## src/rtl/coin_start_conditioner.sv

```systemverilog
`default_nettype none
// ============================================================================
//  Module      : coin_start_conditioner
//  Description : Conditions raw coin and start buttons for the pacman core.
//                Each coin channel is synchronized, debounced, turned into a
//                fixed-length pulse, held off until the key is released and
//                then locked out. Start buttons are synchronized and debounced
//                as plain levels. A saturating counter tallies accepted coins.
//  Ports       : clk        - system clock (clk_sys domain)
//                reset      - synchronous, active-high reset
//                ce         - timing tick; all timers advance only when high
//                coin_in    - raw coin buttons, active-high
//                start_in   - raw start buttons [0]=1P [1]=2P, active-high
//                coin_out   - conditioned coin pulses, active-high
//                start_out  - debounced start levels, active-high
//                busy       - channel FSM not idle
//                coin_count - saturating count of accepted coins
//  Revision    : 1.0 - initial release
// ============================================================================
module coin_start_conditioner #(
    parameter int N_COIN    = 2,
    parameter int CNT_W     = 20,
    parameter int DEB_LEN   = 6000,
    parameter int PULSE_LEN = 120000,
    parameter int LOCK_LEN  = 60000
) (
    input  logic              clk,
    input  logic              reset,
    input  logic              ce,
    input  logic [N_COIN-1:0] coin_in,
    input  logic [1:0]        start_in,
    output logic [N_COIN-1:0] coin_out,
    output logic [1:0]        start_out,
    output logic [N_COIN-1:0] busy,
    output logic [7:0]        coin_count
);

    localparam logic [2:0] c_st_idle     = 3'd0;
    localparam logic [2:0] c_st_debounce = 3'd1;
    localparam logic [2:0] c_st_pulse    = 3'd2;
    localparam logic [2:0] c_st_wait_rel = 3'd3;
    localparam logic [2:0] c_st_lockout  = 3'd4;

    // Timers count down from LEN-1 so that a timed state spans LEN ticks.
    localparam logic [CNT_W-1:0] c_deb_load   = CNT_W'(DEB_LEN - 1);
    localparam logic [CNT_W-1:0] c_pulse_load = CNT_W'(PULSE_LEN - 1);
    localparam logic [CNT_W-1:0] c_lock_load  = CNT_W'(LOCK_LEN - 1);
    localparam logic [CNT_W-1:0] c_one        = CNT_W'(1);

    // ------------------------------------------------------------------
    // Two-flop synchronizers for every raw input.
    // ------------------------------------------------------------------
    logic [N_COIN-1:0] r_coin_m;
    logic [N_COIN-1:0] r_coin_s;
    logic [1:0]        r_start_m;
    logic [1:0]        r_start_s;

    always_ff @(posedge clk) begin
        if (reset) begin
            r_coin_m  <= '0;
            r_coin_s  <= '0;
            r_start_m <= '0;
            r_start_s <= '0;
        end else begin
            r_coin_m  <= coin_in;
            r_coin_s  <= r_coin_m;
            r_start_m <= start_in;
            r_start_s <= r_start_m;
        end
    end

    // ------------------------------------------------------------------
    // Per-channel coin FSM.
    // ------------------------------------------------------------------
    logic [N_COIN-1:0] w_accept;

    for (genvar g = 0; g < N_COIN; g++) begin : g_coin
        logic [2:0]       r_state;
        logic [2:0]       w_state_nxt;
        logic [CNT_W-1:0] r_timer;
        logic [CNT_W-1:0] w_timer_nxt;
        logic             w_tmr_zero;
        logic             w_acc;
        logic             r_coin_out;
        logic             r_busy;

        assign w_tmr_zero = (r_timer == '0);

        always_comb begin
            w_state_nxt = r_state;
            w_timer_nxt = r_timer;
            w_acc       = 1'b0;
            if (ce) begin
                case (r_state)
                    c_st_idle: begin
                        if (r_coin_s[g]) begin
                            w_state_nxt = c_st_debounce;
                            w_timer_nxt = c_deb_load;
                        end
                    end
                    c_st_debounce: begin
                        if (!r_coin_s[g]) begin
                            w_state_nxt = c_st_idle;
                            w_timer_nxt = '0;
                        end else if (w_tmr_zero) begin
                            w_state_nxt = c_st_pulse;
                            w_timer_nxt = c_pulse_load;
                            w_acc       = 1'b1;
                        end else begin
                            w_timer_nxt = r_timer - c_one;
                        end
                    end
                    // The pulse ignores the key so an early release still
                    // produces a full-length credit pulse.
                    c_st_pulse: begin
                        if (w_tmr_zero) begin
                            w_state_nxt = c_st_wait_rel;
                            w_timer_nxt = c_deb_load;
                        end else begin
                            w_timer_nxt = r_timer - c_one;
                        end
                    end
                    // Any sign of the key restarts the release debounce, so a
                    // held key parks here indefinitely.
                    c_st_wait_rel: begin
                        if (r_coin_s[g]) begin
                            w_timer_nxt = c_deb_load;
                        end else if (w_tmr_zero) begin
                            w_state_nxt = c_st_lockout;
                            w_timer_nxt = c_lock_load;
                        end else begin
                            w_timer_nxt = r_timer - c_one;
                        end
                    end
                    c_st_lockout: begin
                        if (w_tmr_zero) begin
                            w_state_nxt = c_st_idle;
                            w_timer_nxt = '0;
                        end else begin
                            w_timer_nxt = r_timer - c_one;
                        end
                    end
                    default: begin
                        w_state_nxt = c_st_idle;
                        w_timer_nxt = '0;
                    end
                endcase
            end
        end

        // Outputs are registered from the next state so they line up with it.
        always_ff @(posedge clk) begin
            if (reset) begin
                r_state    <= c_st_idle;
                r_timer    <= '0;
                r_coin_out <= 1'b0;
                r_busy     <= 1'b0;
            end else begin
                r_state    <= w_state_nxt;
                r_timer    <= w_timer_nxt;
                r_coin_out <= (w_state_nxt == c_st_pulse);
                r_busy     <= (w_state_nxt != c_st_idle);
            end
        end

        assign w_accept[g] = w_acc;
        assign coin_out[g] = r_coin_out;
        assign busy[g]     = r_busy;
    end

    // ------------------------------------------------------------------
    // Saturating credit counter; simultaneous accepts all count.
    // ------------------------------------------------------------------
    logic [7:0] r_coin_count;
    logic [7:0] w_inc;
    logic [8:0] w_sum;

    always_comb begin
        w_inc = '0;
        for (int i = 0; i < N_COIN; i++) begin
            w_inc = w_inc + 8'(w_accept[i]);
        end
        w_sum = {1'b0, r_coin_count} + {1'b0, w_inc};
    end

    always_ff @(posedge clk) begin
        if (reset) begin
            r_coin_count <= '0;
        end else begin
            r_coin_count <= w_sum[8] ? 8'hFF : w_sum[7:0];
        end
    end

    assign coin_count = r_coin_count;

    // ------------------------------------------------------------------
    // Start button level debouncers.
    // ------------------------------------------------------------------
    for (genvar g = 0; g < 2; g++) begin : g_start
        logic [CNT_W-1:0] r_cnt;
        logic             r_level;

        always_ff @(posedge clk) begin
            if (reset) begin
                r_cnt   <= '0;
                r_level <= 1'b0;
            end else if (ce) begin
                if (r_start_s[g] == r_level) begin
                    r_cnt <= '0;
                end else if (r_cnt == c_deb_load) begin
                    r_level <= r_start_s[g];
                    r_cnt   <= '0;
                end else begin
                    r_cnt <= r_cnt + c_one;
                end
            end
        end

        assign start_out[g] = r_level;
    end

endmodule
`default_nettype wire

```

## config.mk

```make
export PLATFORM = sky130hd
export DESIGN_NAME = coin_start_conditioner
export DESIGN_NICKNAME = d
export VERILOG_FILES = /design/src/rtl/coin_start_conditioner.sv
export SDC_FILE = /design/constraint.sdc
export NUM_CORES = 1
export LEC_CHECK = 0
export CELL_PAD_IN_SITES_DETAIL_PLACEMENT = 1
export CELL_PAD_IN_SITES_GLOBAL_PLACEMENT = 1
export CORE_MARGIN = 2
export CORE_UTILIZATION = 46
export DETAILED_ROUTE_END_ITERATION = 8
export PLACE_DENSITY = 0.85
export SYNTH_ARGS = -nofsm -noshare
export SYNTH_HDL_FRONTEND = slang
export SYNTH_SLANG_ARGS = --single-unit
```

## constraint.sdc

```tcl
create_clock -name clk -period 4.84 [get_ports clk]
set_input_delay 0.726 -clock clk [delete_from_list [all_inputs] [get_ports clk]]
set_output_delay 0.726 -clock clk [all_outputs]
set_load 0.02 [all_outputs]
```

Yosys cells after proc, flatten, opt, wreduce, memory -nomap -nowiden:

Cells that the tools add are included.

* add/sub/neg operators: 6
* equal/unequal tests: 16
* mux-type cells: 47
* bitwise logic cells: 2
* reductions and logical operators: 10

Operator list (count)
* 20-bit 2-to-1 mux: 18
* 20-bit one-hot mux with 5 select lines: 2
* 3-bit 2-to-1 mux: 16
* 20-bit by 1-bit adder with 20-bit output (second input constant): 2
* 20-bit by 13-bit == test with 1-bit output (second input constant): 2
* 20-bit logical NOT: 2
* 20-bit by 1-bit subtractor with 20-bit output (second input constant): 2
* 3-bit one-hot mux with 5 select lines: 2
* 3-bit by 2-bit == test with 1-bit output (second input constant): 6
* 8-bit by 2-bit adder with 9-bit output: 1
* 1-bit 2-to-1 mux: 8
* 8-bit 2-to-1 mux: 1
* 3-bit by 1-bit == test with 1-bit output (second input constant): 2
* 3-bit == test (second input constant): 2
* 3-bit logical NOT: 2
* 3-bit AND reduction: 2
* 3-bit nonzero test: 2
* 2-bit != test (second input constant): 2
* 2-bit AND reduction: 2
* 1-bit by 1-bit adder with 2-bit output: 1
* 1-bit == test: 2
* 1-bit NOT: 2

* bits in registers: 108
* bits of input ports: 7
* output and inout port bits: 14
* logic and storage cells: 98

Depth between registers and ports, before layout:

Gate-level depths: netlist of the first run.

* word-level depth: 8
* depth in mapped cells: 14
* mapped depth without buffers: 13

Least setup slack after synthesis of the first run:

OpenSTA, ideal clock, no wires.

* kind: flip-flop to flip-flop
* start: register g_coin[0].r_timer[12]
* end: register r_coin_count[7] (netlist: coin_count[7])
* library setup time: 0.128 ns
* arrival: 3.458 ns
* data required time: 4.712 ns
* slack: 1.255 ns
* cell stages (with the launch flop): 14
* buffers on the path: 2
* period minus slack after synthesis: 3.585 ns
* cell sequence: dfxtp_1 clkbuf_1 nor4_1 nand4_1 nor2_1 buf_2 nand3_1 fa_1 nor2b_1 and3_1 nand2_1 or4b_2 o21ai_0 nor2_1

* longest elaborated chain between the ends: 8

RTL lines
* start, declared: line 80 `logic [CNT_W-1:0] r_timer;`
* start signal, assigned: line 160 `r_timer <= w_timer_nxt;`
* 20-bit logical NOT: line 87 `assign w_tmr_zero = (r_timer == '0);`
* 1-bit 2-to-1 mux: line 105 `end else if (w_tmr_zero) begin`
* 1-bit 2-to-1 mux: line 102 `if (!r_coin_s[g]) begin`
* 1-bit 2-to-1 mux: line 94 `case (r_state)`
* 1-bit 2-to-1 mux: line 93 `if (ce) begin`
* 1-bit by 1-bit adder with 2-bit output: line 181 `w_inc = w_inc + 8'(w_accept[i]);`
* 8-bit by 2-bit adder with 9-bit output: line 183 `w_sum = {1'b0, r_coin_count} + {1'b0, w_inc};`
* 8-bit 2-to-1 mux: line 190 `r_coin_count <= w_sum[8] ? 8'hFF : w_sum[7:0];`
* end signal, assigned: line 190
* end, declared: line 174 `logic [7:0] r_coin_count;`

Every way passes these cells.
A chain may end at the register's enable or synchronous reset.

Worst setup path after layout of the first run:

* start: register g_coin[1].r_timer[1]
* end: register r_coin_count[7] (netlist: coin_count[7])

* longest elaborated chain between the ends: 8

RTL lines (line)
* start, declared: 80
* start signal, assigned: 160
* 20-bit logical NOT: 87
* 1-bit 2-to-1 mux: 105
* 1-bit 2-to-1 mux: 102
* 1-bit 2-to-1 mux: 94
* 1-bit 2-to-1 mux: 93
* 1-bit by 1-bit adder with 2-bit output: 181
* 8-bit by 2-bit adder with 9-bit output: 183
* 8-bit 2-to-1 mux: 190

Every way passes these cells.

==> results of run 1 <==
[worst max-delay path by stage]
stage	cells past startpoint	slack, ns	end	startpoint
CTS	13	0.86	coin_count[7]	g_coin[1].r_timer[1]
global placement	13	1.07	coin_count[7]	g_coin[1].r_timer[0]
detailed placement	13	0.87	coin_count[7]	g_coin[1].r_timer[1]
floorplan	13	1.25	coin_count[7]	g_coin[0].r_timer[12]
global route	11	0.54	coin_count[7]	g_coin[0].r_timer[8]
finish	13	0.83	coin_count[7]	g_coin[1].r_timer[1]
[kinds of logic (layout without fill, tap and decap cells)]
logic type,count (synthesis),in the layout,synth area share
compound gates,267,267,0.2751
xor+xnor,17,17,0.02284
fa+ha+maj,8,8,0.01651
buf+inv,83,60,0.05182
flops,108,108,0.3317
mux,4,4,0.006142
simple gates,377,377,0.2960
[cell usage after synthesis, types with 6 or more instances]
library cell	number
clkbuf_1	52
nor2_1	86
and2_1	7
nand2b_1	6
nand2_1	94
o21ai_0	55
a22oi_1	10
nor3_1	39
a21o_1	8
ha_1	7
xnor2_1	6
nor4_1	12
o31ai_1	9
and3_1	13
a311oi_1	22
a211oi_1	10
dfxtp_1	108
nand4_1	20
nand3_1	24
buf_4	6
o211ai_1	13
or3_1	6
nor2b_1	26
nor3b_1	9
a31oi_1	20
o22ai_1	6
inv_1	15
a21oi_1	59
xor2_1	11
[flip-flops by register name, summed over array words and instances, names as in the netlist]
register           cells
g_start.r_cnt         40
g_coin.r_coin_out      2
g_coin.r_state         6
g_coin.r_busy          2
g_coin.r_timer        40
g_start.r_level        2
r_coin_s               2
coin_count             8
r_start_m              2
r_start_s              2
r_coin_m               2
[stage by stage]
stage          hold WS (ns)    util  worst slack, ns  area [sq um]
4_1_cts              0.4548  0.5045           0.8584          7003
6_report             0.4499  0.5045           0.8330          7003
2_1_floorplan        0.4138       -            1.255          6519
3_5_place_dp         0.4287  0.4838           0.8748          6715
3_3_place_gp         0.4319  0.4838            1.066          6715
5_1_grt              0.4601  0.5045           0.5418          7003
[where the power goes]
part | switching, mW | total (mW) | internal [mW] | leakage [nW]
clock | 0.391 | 0.755 | 0.363 | 0.145
combinational | 0.355 | 0.517 | 0.161 | 1.37
sequential | 0.0332 | 0.942 | 0.909 | 0.875
total | 0.780 | 2.21 | 1.43 | 2.39
[cells in the final DEF (no fill, tap or decap), types with 18 or more instances in the layout]
cell type,n
nand4_1,20
o21ai_0,55
a311oi_1,22
a31oi_1,20
a21oi_1,59
nand3_1,24
nor2b_1,26
nand2_1,94
clkdlybuf4s50_1,18
nor2_1,86
nor3_1,39
dfxtp_1,108
[cell type report]
type,instances,share of cell area
Multi-Input combinational cell,673,0.5739
Sequential cell,108,0.3087
Timing Repair Buffer,27,0.03502
Clock buffer,9,0.03216
Tap cell,180,0.03216
Inverter,17,0.009112
Clock inverter,7,0.008933
[layer usage]
metal  vias up  global-route usage  wire (um)
li1       3160                   -          -
met1      3342              0.3561       8891
met2       226              0.4689       9935
met3        38             0.05074       1110
met4         0             0.08523        363
met5         -                   0          0
==> results.py, run 1 <==
metrics = {
    "pwr": {
        "power.total_mw": 2.214,
        "peakVddDrop_mv": 0.2156,
        "p_leak_nw": 2.392,
        "power_density_nw_per_um2": 316.1,
    },
    "floorplanning": {
        "core-area_sq_um": 13880,
        "die_area_sq_um": 15140,
        "rows": 43,
        "dieHeight_um": 123.0,
        "die_w_um": 123.0,
        "initial_core_util": 0.4696,
        "ioPinCount": 21,
    },
    "worst_hold_path": {
        "hold_class": "flop to flop",
        "whs_path_depth": 1,
        "hold_end": "r_coin_s[0]",
        "hp-start": "r_coin_m[0]",
    },
    "routing": {
        "ant_nets": 0,
        "finalWirelength_mm": 20.30,
        "drt_first_pass_iters": 7,
        "drt_iter0_drc": 633,
        "drc": 0,
        "wl_per_cell_um": 19.88,
        "route.vias.total": 6766,
        "routed_via_density": 6.627,
    },
    "final_layout": {
        "multi_input_area_sq_um": 4019,
        "fin_cells": 1021,
        "syn2layout_area_growth_pct": 7.428,
        "final_nets": 851,
        "ff_latch_area_sq_um": 2162,
        "nFillCells": 1750,
        "drive_gt1_frac": 0.04756,
        "num_antenna_cells": 0,
    },
    "timing": {
        "grt_setup_unrepaired": "false",
        "slew_headroom": 0.2538,
        "max_freq_mhz": 249.6,
        "final.setup.tns_ns": 0,
        "finalSetupViolations": 0,
        "finalCritPeriodShare": 0.8279,
        "clock_skew_ns": 0.007237,
        "finalMaxSlewViolations": 0,
        "max_slew.worst_pin.slew_ns": 1.111,
        "finalHoldViolCount": 0,
        "min_period_ns": 4.007,
    },
    "global_routing": {
        "grt-ovfl-total": 0,
        "antenna_found_initial": 0,
        "grt_usage": 0.2762,
        "grt_max_degree": 63,
        "grt_pass1_wl_mm": 33.67,
        "first_global_vias": 6756,
    },
    "yosys": {
        "synth_warnings": 0,
        "syn_avg_cell_area_sq_um": 7.545,
        "ys_seq_elements": 108,
        "synth_fp_nets": 879,
        "synthTopCellsByArea": "dfxtp_1 33%, nand2_1 5.4%, nor2_1 5.0%, a21oi_1 4.5%, o21ai_0 4.2%",
        "synth_ff_type": "dfxtp_1",
        "synth-seq-area-share": 0.3317,
        "synth_top_area_frac": 0.3317,
        "netlist_instances": 864,
        "syn_area_sq_um": 6519,
        "synth_edf_count": 0,
        "synthDistinctLibCells": 74,
        "async_flop_share": 0,
        "synth_top_cell_by_area": "dfxtp_1",
    },
    "critical_path": {
        "reg2reg_from": "g_coin[1].r_timer[1]",
        "slowest_delay_ns": 0.68,
        "reg2reg_slack_ns": 0.83,
        "ff2ff_path_depth": 13,
        "critical_path_class": "flop to flop",
        "r2r-end": "coin_count[7]",
        "crit_family": "simple AND/OR/NAND/NOR gates",
        "cp_slowest_cell": "or4b_2",
        "crit_path_start_kind": "flop",
        "path_cells": "inv_1 -> ha_1 -> or4b_1 -> nor4_4 -> and3b_1 -> nand3_1 -> fa_1 -> nor2b_1 -> and3_1 -> nand2_1 -> or4b_2 -> o21ai_0 -> nor2_1",
        "arrival_ns": 4.25,
        "worst-path-max-fanout": 9,
        "path_buf_inv": 1,
        "cp.required_ns": 5.08,
        "cp-end-kind": "flop",
    },
    "clock_network": {
        "clk_pin_slew_ns": 0.08,
        "cts_hold_buffers": 0,
        "clk-insertion-delay-late_ns": 0.37,
        "clockBufferDepth": 2,
        "post_cts_buffers": 0,
        "clock_sinks": 108,
        "cts-root-buf": "clkbuf_16",
        "ctsResizeCount": 0,
        "ctsHtreeMaxLevel": 3,
        "cts_tree": "built",
        "cts_made_buffers": 9,
    },
    "run": {
        "cap_viol_max_count": 0,
    },
    "place": {
        "dp_cells": 1005,
        "place.detailed.hpwl_mm": 13.53,
        "io_buffers": 20,
        "gp_congestion": 0.9003,
    },
    "status": {
        "status": "finished, final reports clean",
    },
}
Power figures use the tool's default switching activity.
==> run 2: changes to the inputs <==
CORE_UTILIZATION = 42   (was 46)
PLACE_DENSITY = 0.82   (was 0.85)
clock period = 3.5 ns   (was 4.84 ns; I/O delays follow)
==> run 2 against run 1 <==
Effect of this change: setup slack got worse by 0.66 ns; via count fell by 0.99%; non-clock buffer count is 28 higher; sequential cell count unchanged; count of clock-buffer cells in the layout is 1 higher; combinational power rose by 50%; largest cell class unchanged.
==> results.py, run 2 (synthesized netlist as in run 1, its figures left out) <==
metrics = {
    "pwr": {
        "peakVddDrop_mv": 0.2595,
        "p_leak_nw": 2.532,
        "power_density_nw_per_um2": 428.3,
    },
    "timing": {
        "max_freq_mhz": 300.4,
        "min_period_ns": 3.329,
        "finalMaxSlewViolations": 0,
        "max_slew.worst_pin.slew_ns": 0.9618,
        "slew_headroom": 0.3575,
        "clock_skew_ns": 0.01698,
        "finalSetupViolations": 0,
        "finalHoldViolCount": 0,
        "finalCritPeriodShare": 0.9511,
        "post-route-worst-setup-slack_ns": 0.1713,
    },
    "critical_path": {
        "cp_slowest_cell": "or4b_4",
        "reg2reg_slack_ns": 0.17,
        "arrival_ns": 3.65,
        "cp-end-kind": "flop",
        "crit_family": "simple AND/OR/NAND/NOR gates",
        "cp.required_ns": 3.82,
        "cp_common_cell": "ha_1",
        "path_depth": 13,
        "worst-path-max-fanout": 6,
        "critical_path_class": "flop to flop",
        "slowest_delay_ns": 0.47,
        "path_buf_inv": 2,
        "path_cells": "inv_2 -> ha_1 -> or4b_4 -> nor4_4 -> and3b_2 -> nand3_2 -> fa_2 -> inv_1 -> ha_1 -> and4_1 -> nand4_1 -> o21ai_0 -> and2_1",
        "crit_path_start_kind": "flop",
        "r2r-end": "coin_count[3]",
        "ff2ff_path_depth": 13,
        "reg2reg_from": "g_coin[1].r_timer[1]",
    },
    "routing": {
        "wl_per_cell_um": 19.11,
        "finalWirelength_mm": 20.20,
        "ant_nets": 0,
        "route.vias.total": 6699,
        "routed_via_density": 6.338,
        "drc": 0,
        "drt_first_pass_iters": 5,
        "drt_iter0_drc": 508,
    },
    "floorplanning": {
        "initial_core_util": 0.4288,
        "die_area_sq_um": 16530,
        "dieHeight_um": 128.6,
        "ioPinCount": 21,
        "die_w_um": 128.6,
        "core-area_sq_um": 15200,
        "rows": 45,
    },
    "place": {
        "placed_area_sq_um": 6930,
        "detailedPlace.worstSlack_ns": 0.07348,
        "gp_congestion": 0.8522,
        "io_buffers": 20,
        "place.detailed.hpwl_mm": 13.43,
    },
    "worst_hold_path": {
        "whs_path_depth": 1,
        "hold_class": "flop to flop",
        "hold_end": "r_start_s[1]",
        "hp-start": "r_start_m[1]",
    },
    "final_layout": {
        "syn2layout_area_growth_pct": 11.38,
        "num_antenna_cells": 0,
        "drive_gt1_frac": 0.09091,
        "design_area_sq_um": 7261,
        "utilization": 0.4776,
        "layout_common_cells": "108 x dfxtp_1, 93 x nand2_1, 85 x nor2_1, 59 x a21oi_1, 54 x o21ai_0",
        "layout_commonest_cell": "dfxtp_1",
        "final_nets": 879,
    },
    "global_routing": {
        "grt-ovfl-total": 0,
        "grt_usage": 0.2423,
        "grt_max_degree": 63,
        "first_global_vias": 6438,
        "grt_pass1_wl_mm": 32.56,
        "antenna_found_initial": 0,
    },
    "clock_network": {
        "cts-root-buf": "clkbuf_16",
        "clk-insertion-delay-late_ns": 0.37,
        "cts_made_buffers": 9,
        "clk_pin_slew_ns": 0.08,
        "cts_hold_buffers": 0,
        "ctsHtreeMaxLevel": 3,
        "clock_sinks": 108,
        "clockBufferDepth": 2,
        "cts_tree": "built",
    },
    "run": {
        "cap_viol_max_count": 0,
    },
    "status": {
        "status": "finished, final reports clean",
    },
}
-- run 2: changes by cell type in the layout (fill, tap and decap cells not counted), sizes merged --
cell / change
buf: +28
inv: -2
clkbuf: +1
clkinvlp: +1
-- run 2: power by group --
group          internal [mW]  switching (mW)
Clock                  0.516           0.524
Combinational          0.270           0.505
Sequential              1.26          0.0368
-- run 2: routing by layer --
metal / wire length [um] / vias to the layer above / share of wire / GRT usage
met3: 752 / 28 / 0.037 / 0.04823
li1: - / 3220 / - / -
met2: 9545 / 150 / 0.47 / 0.4027
met4: 330 / 0 / 0.016 / 0.06266
met5: 0 / - / 0 / 0
met1: 9567 / 3301 / 0.47 / 0.3234
-- run 2: layout make-up --
cell class | count | area, sq um
fill | 1889 | 7941
multi-input combinational | 673 | 4051
sequential | 108 | 2162
timing repair buffer | 55 | 455.4
clock buffer | 10 | 239.0
tap | 188 | 235.2
inverter | 17 | 63.81
clock inverter | 6 | 53.80
-- run 2: worst max path at each step --
stage | from | end | slack, ns
finish | g_coin[1].r_timer[1] | coin_count[3] | 0.17
floorplan | g_coin[0].r_timer[12] | coin_count[7] | 0.01
CTS | g_coin[1].r_timer[1] | coin_count[7] | 0.07
detailed placement | g_coin[1].r_timer[1] | coin_count[7] | 0.07
global placement | g_coin[1].r_timer[1] | coin_count[7] | 0.17
global route | g_coin[1].r_timer[1] | coin_count[3] | -0.07
-- run 2: what timing repair did --
item / 4_1_cts / 5_1_grt
resized for setup: 0 / 12
setup buffers: 0 / 1
endpoints found under the setup margin: 0 / 1
-- run 2: stage by stage --
step | std cells | power, mW | hold WS [ns] | TNS, ns
floorplan | 864 | 1.841 | 0.4138 | 0
global placement | 1040 | 2.057 | 0.4185 | 0
detailed placement | 1040 | 2.070 | 0.4268 | 0
CTS | 1056 | 3.109 | 0.4444 | 0
global route | 1057 | 3.265 | 0.4527 | -0.07449
finish | 1057 | 3.110 | 0.4387 | 0
